--- src/rtl/sram_arb2.sv ---
// rtl/sram_arb2.sv - two-port round-robin arbiter and sequencer for a single-port 32-bit SRAM macro
// Partial byte-enable writes become a read then a full-word merged write in the following MERGE cycle.
module sram_arb2 #(
   parameter int AW = 13
) (
   input  logic          clk,
   input  logic          rst_n,
   input  logic          p0_req,
   input  logic          p0_we,
   input  logic [AW-1:0] p0_addr,
   input  logic [31:0]   p0_wdata,
   input  logic [3:0]    p0_be,
   input  logic          p1_req,
   input  logic          p1_we,
   input  logic [AW-1:0] p1_addr,
   input  logic [31:0]   p1_wdata,
   input  logic [3:0]    p1_be,
   output logic          p0_gnt,
   output logic          p1_gnt,
   output logic          p0_rvalid,
   output logic          p1_rvalid,
   output logic [31:0]   p0_rdata,
   output logic [31:0]   p1_rdata,
   output logic          sram_cen,
   output logic [3:0]    sram_wen,
   output logic [14:0]   sram_a,
   output logic [31:0]   sram_d,
   input  logic [31:0]   sram_q
);

   typedef enum logic {IDLE, MERGE} state_t;

   state_t        state, state_nx;
   logic          last;
   logic [AW-1:0] lat_addr;
   logic [31:0]   lat_wdata;
   logic [3:0]    lat_be;
   logic          latch_en;

   logic          pick0, pick1;
   logic          sel_we;
   logic [AW-1:0] sel_addr;
   logic [31:0]   sel_wdata;
   logic [3:0]    sel_be;
   logic [31:0]   merged;

   // last = 1 means P1 was granted most recently, so P0 wins the next tie
   assign pick0 = (state == IDLE) && p0_req && (!p1_req || last);
   assign pick1 = (state == IDLE) && p1_req && !pick0;

   assign sel_we    = pick1 ? p1_we    : p0_we;
   assign sel_addr  = pick1 ? p1_addr  : p0_addr;
   assign sel_wdata = pick1 ? p1_wdata : p0_wdata;
   assign sel_be    = pick1 ? p1_be    : p0_be;

   assign p0_gnt   = pick0;
   assign p1_gnt   = pick1;
   assign p0_rdata = sram_q;
   assign p1_rdata = sram_q;

   always_comb begin
      merged = sram_q;
      for (int i = 0; i < 4; i++) begin
         if (lat_be[i]) merged[8*i +: 8] = lat_wdata[8*i +: 8];
      end
   end

   always_comb begin
      state_nx = state;
      latch_en = 1'b0;
      sram_cen = 1'b0;
      sram_wen = 4'h0;
      sram_a   = '0;
      sram_d   = '0;
      case (state)
         IDLE: begin
            if (pick0 || pick1) begin
               sram_a = {{(15-AW){1'b0}}, sel_addr};
               sram_d = sel_wdata;
               if (!sel_we) begin
                  sram_cen = 1'b1;
               end else if (sel_be == 4'hF) begin
                  sram_cen = 1'b1;
                  sram_wen = 4'hF;
               end else if (sel_be != 4'h0) begin
                  // read phase of the read-modify-write
                  sram_cen = 1'b1;
                  latch_en = 1'b1;
                  state_nx = MERGE;
               end
            end
         end
         MERGE: begin
            sram_cen = 1'b1;
            sram_wen = 4'hF;
            sram_a   = {{(15-AW){1'b0}}, lat_addr};
            sram_d   = merged;
            state_nx = IDLE;
         end
         default: state_nx = IDLE;
      endcase
   end

   always_ff @(posedge clk or negedge rst_n) begin
      if (!rst_n) begin
         state     <= IDLE;
         last      <= 1'b1;
         p0_rvalid <= 1'b0;
         p1_rvalid <= 1'b0;
         lat_addr  <= '0;
         lat_wdata <= '0;
         lat_be    <= '0;
      end else begin
         state     <= state_nx;
         p0_rvalid <= pick0 && !p0_we;
         p1_rvalid <= pick1 && !p1_we;
         if (pick0)      last <= 1'b0;
         else if (pick1) last <= 1'b1;
         if (latch_en) begin
            lat_addr  <= sel_addr;
            lat_wdata <= sel_wdata;
            lat_be    <= sel_be;
         end
      end
   end

endmodule

--- config.mk ---
export PLATFORM = sky130hd
export DESIGN_NAME = sram_arb2
export DESIGN_NICKNAME = d
export VERILOG_FILES = /design/src/rtl/sram_arb2.sv
export SDC_FILE = /design/constraint.sdc
export NUM_CORES = 1
export LEC_CHECK = 0
export BUFFER_PORTS_ARGS = -buffer_cell sky130_fd_sc_hd__buf_2
export CORE_MARGIN = 3
export CORE_UTILIZATION = 25
export CTS_CLUSTER_SIZE = 25
export DETAILED_ROUTE_END_ITERATION = 6
export HOLD_SLACK_MARGIN = 0.05
export PLACE_DENSITY = 0.49
export SETUP_SLACK_MARGIN = 0.15
export SYNTH_ARGS = -nofsm -noshare
export SYNTH_HDL_FRONTEND = slang
export SYNTH_SLANG_ARGS = --single-unit
export TNS_END_PERCENT = 1
--- constraint.sdc ---
create_clock -name clk -period 2.3 [get_ports clk]
set_input_delay 0.23 -clock clk [delete_from_list [all_inputs] [get_ports clk]]
set_output_delay 0.23 -clock clk [all_outputs]
set_load 0.01 [all_outputs]
# == Word level (Yosys, flattened, before mapping) ==
# Cells that the tools add are included.
# op_classes
n_mux,28
mul,0
reduce_logical,14
bitwise_logic,1
n_addsub,0
order_cmp,0
div,0
n_eq_ne,1
shift,0
# op_table
cell,n
$mux W32,2
$pmux W32 S2,1
$mux W8,4
$pmux W15 S2,1
$mux W13,2
$mux W4,4
$mux W1,11
$pmux W4 S2,1
$logic_and A1 B1 Y1,6
$eq A4 B4 Y1 const B,1
$logic_not A1 Y1,4
$pmux W1 S2,2
$reduce_bool A4 Y1,1
$logic_or A1 B1 Y1,2
$reduce_bool A2 Y1,1
$not A1 Y1,1
# totals
ff_bits,53
input_bits,136
mem_count,0
output_inout_bits,120
rom_bits,0
latchBits,0
ramBits,0

# == Longest topological paths before layout ==
# depth
word_depth,12
ltp_mapped,6
ltp_nobuf,5

# == Worst setup path after synthesis ==
# OpenSTA, ideal clock, no wires.
# synth_path
path_type,reg2out
start,register last
end,output sram_wen[1]
path_stages_with_launch,7
path_slack_ns,0.286
arrival_ns,1.784
path_buffers,2
path_cell_list,dfstp_2 a21boi_1 nand2b_1 buf_2 mux2_2 o21bai_1 buf_4
# synth_via
elab_chain_cells,10
word_cells_on_any_way,12
cone_classes,eq/ne: 1; mux: 6; reduce/logical: 5
# synth_rtl
item,line,source
start: declaration,34,logic last;
start signal: assignment,107,last <= 1'b1;
start signal: assignment,117,if (pick0) last <= 1'b0;
start signal: assignment,118,else if (pick1) last <= 1'b1;
$logic_or A1 B1 Y1 (*),48,assign pick0 = (state == IDLE) && p0_req && (!p1_req || last);
$logic_and A1 B1 Y1 (*),48,
$logic_not A1 Y1,49,assign pick1 = (state == IDLE) && p1_req && !pick0;
$logic_and A1 B1 Y1,49,
$mux W4,54,assign sel_be = pick1 ? p1_be : p0_be;
$eq A4 B4 Y1,82,end else if (sel_be == 4'hF) begin
$mux W4,82,
$mux W4,80,if (!sel_we) begin
$mux W4 (*),77,if (pick0 || pick1) begin
$pmux W4 S2 (*),75,case (state)
end: declaration,25,"output logic [3:0] sram_wen,"
# Every way passes the cells marked *; elsewhere a longest branch is shown, timed or not.

# == Final worst setup path ==
# layout_path
start,register last
end,output sram_wen[0]
# Same word-level chain as after synthesis.

==> impl_metrics.tcl <==
set metrics [dict create \
    areaGrowthSynthToFinish_pct 35.4 \
    critical_path.top_delay_family "flip-flops" \
    rrSetupSlack_ns 0.45 \
    die_h_um 134 \
    synth_edf_count 0 \
    yosysWarningCount 0 \
    crit_type "reg2out" \
    dieArea_um2 17900 \
    ys_types 31 \
    coreArea_um2 15900 \
    worst_pin_slew_ns 0.757 \
    viasPerCell 4.32 \
    synth_area_leaders "dfrtp_1 32%, mux2i_1 23%, buf_4 14%" \
    synthCells 441 \
    fillers 1662 \
    post-route-period-util_pct 90.8 \
    critical_path.cell_chain "a21boi_4 > nand2b_4 > mux2_2 > o21bai_2 > buf_2" \
    cp_slowest_cell "dfstp_2" \
    cts_tree "yes" \
    final_util_pct 34.7 \
    ios 256 \
    cts_buffer_depth 2 \
    place.gp.congestion 0.776 \
    required_ns 2.07 \
    rr_worst_depth 5 \
    cts_made_buffers 5 \
    avgSynthCellArea_um2 9.23 \
    top_layer_used "met4" \
    async_flop_share_pct 100 \
    synth_top_area_share_pct 32.0 \
    numPortBuffers 253 \
    maxSlewHeadroom_pct 49.5 \
    max_stage_delay_ns 0.58 \
    ys_seq_elements 53 \
    rsz0062_at_grt "yes" \
    drt_wl_total_um 13400 \
    synthTopCellsByCount "94 x mux2i_1, 78 x buf_4, 52 x dfrtp_1, 49 x nand2_1, 45 x inv_1" \
    p_leak_uw 0.00279 \
    grt_overflow 0 \
    regArea_um2 1330 \
    worstSetupStartpoint "last$_DFFE_PN1P_" \
    finalCriticalPeriod_ns 2.09 \
    maxCapViolations 0 \
    multi_input_area_um2 2090 \
    row_count 46 \
    met1Wirelength_um 5620 \
    crit_fanout 4 \
    cts.sinks 53 \
    fin_nets 760 \
    worst-path-buf-inv 1 \
    grt_pass1_wl_um 19700 \
    clk_pin_slew_worst_paths_ns 0.08 \
    outcome "finished, final reports clean" \
    vias 3633 \
    routed-wl-met2_um 6890 \
    setup_violations 0 \
    dr_wl_met3_um 765 \
    drtIter0Drc 148 \
    cts_root_buf "clkbuf_16" \
    hpwl_um 9180 \
    layout.cells.non_filler 841 \
    dp_cells 826 \
    wl_per_cell_um 15.9 \
    min_path_type "in2reg" \
    drive_gt1_share_pct 54.1 \
    finalHoldViolCount 0 \
    timing.fmax_ghz 0.479 \
    worst-path-stages 5 \
    arrival_ns 1.86 \
    syn_area_um2 4070 \
    die_width_um 134 \
    r2r-end "lat_wdata[23]$_DFFE_PN0P_" \
    peakVddDrop_uv 331 \
    yosysSeqAreaShare_pct 32.6 \
    powerDensity_nw_per_um2 851 \
    drv_slew 0 \
    yosysTopAreaCell "dfrtp_1" \
    grt_pass1_vias 3658 \
    insertion_delay_ns 0.30 \
    first_pass_iters 4 \
    fin_worst_skew_ns 0.00709 \
    r2r_start "last$_DFFE_PN1P_" \
    grtUsageTotal_pct 14.0 \
    ant_nets 0 \
    cp-start-kind "flop" \
    antenna_found_initial 0 \
    n_antenna_cell 0 \
    crit_path_end "sram_wen[0]" \
    grt_max_degree 31 \
    synth_ff_type "dfrtp_1" \
    htree_levels 2 \
    drc 0 \
    whs_ns 0.123 \
    setup_tns_ns 0 \
    fin_total_pwr_uw 4690 \
    synth_most_common_cell "mux2i_1" \
    start_util_pct 25.6 \
    crit_path_end_kind "output pin" \
]
==> worst min path at each step <==
stage                     start                        end  slack (ns)  depth (start not counted)
after floorplan           rst_n    lat_addr[0]$_DFFE_PN0P_       -0.07                          0
after global placement    rst_n  lat_wdata[30]$_DFFE_PN0P_        0.29                          1
after detailed placement  rst_n  lat_wdata[29]$_DFFE_PN0P_        0.27                          1
after CTS                 p1_we        p1_rvalid$_DFF_PN0_        0.10                          2
after global routing      p1_we        p1_rvalid$_DFF_PN0_        0.12                          2
final                     p1_we        p1_rvalid$_DFF_PN0_        0.12                          2
==> cell usage in the layout, fill, tap and decap left out, drive strengths merged, types with 2 or more instances in the layout <==
cell / count
nor2: 2
mux2: 33
o21ai: 45
or4: 2
conb: 2
a2bb2oi: 4
o21bai: 5
nand4: 2
nand2: 49
buf: 264
nand2b: 2
dfrtp: 52
clkbuf: 7
mux2i: 94
nor3: 2
inv: 46
==> power by group <==
| group | internal [µW] | switching (µW) | leakage [µW] |
|---|---|---|---|
| sequential | 1350 | 313 | 0.000615 |
| combinational | 1090 | 1030 | 0.00209 |
| clock | 544 | 365 | 0.0000831 |
==> logic make-up after synthesis <==
group	synth area share, %
AO/OA/AOI/OAI	8.60
buffers and inverters	20.2
flip-flops	32.6
multiplexers	32.2
other	0.0921
AND/OR/NAND/NOR	6.30
==> timing repair <==
action                                 CTS  global route
buffers inserted                         1             0
endpoints found under the hold margin   23             0
hold buffers                             1             0
gates resized for setup                  9            23
setup endpoints to repair               50            47
cloned                                   3             2
==> cell type report <==
type	instances	area share, %
multi-input combinational	252	37.9
timing repair buffer	266	26.6
sequential	53	24.1
tap	216	4.90
inverter	46	3.22
clock buffer	6	2.52
clock inverter	2	0.681
==> per-layer routing <==
metal  vias up  global-route usage, %
li1       1778                      -
met1      1707                   16.9
met2       140                   25.6
met3         8                   2.98
met4         0                   3.09
met5         -                      0
==> sequential cells by signal (all words and copies together), names as in the netlist <==
name / count
lat_be: 4
p0_rvalid: 1
lat_wdata: 32
lat_addr: 13
state: 1
p1_rvalid: 1
last: 1
==> metrics by stage <==
stage | setup slack (ns) | area [µm²]
global placement | 0.233 | 5100
global route | 0.107 | 5510
detailed placement | 0.185 | 5100
CTS | 0.133 | 5390
finish | 0.210 | 5510
floorplan | 0.286 | 4080
(Power assumes the default switching activity.)
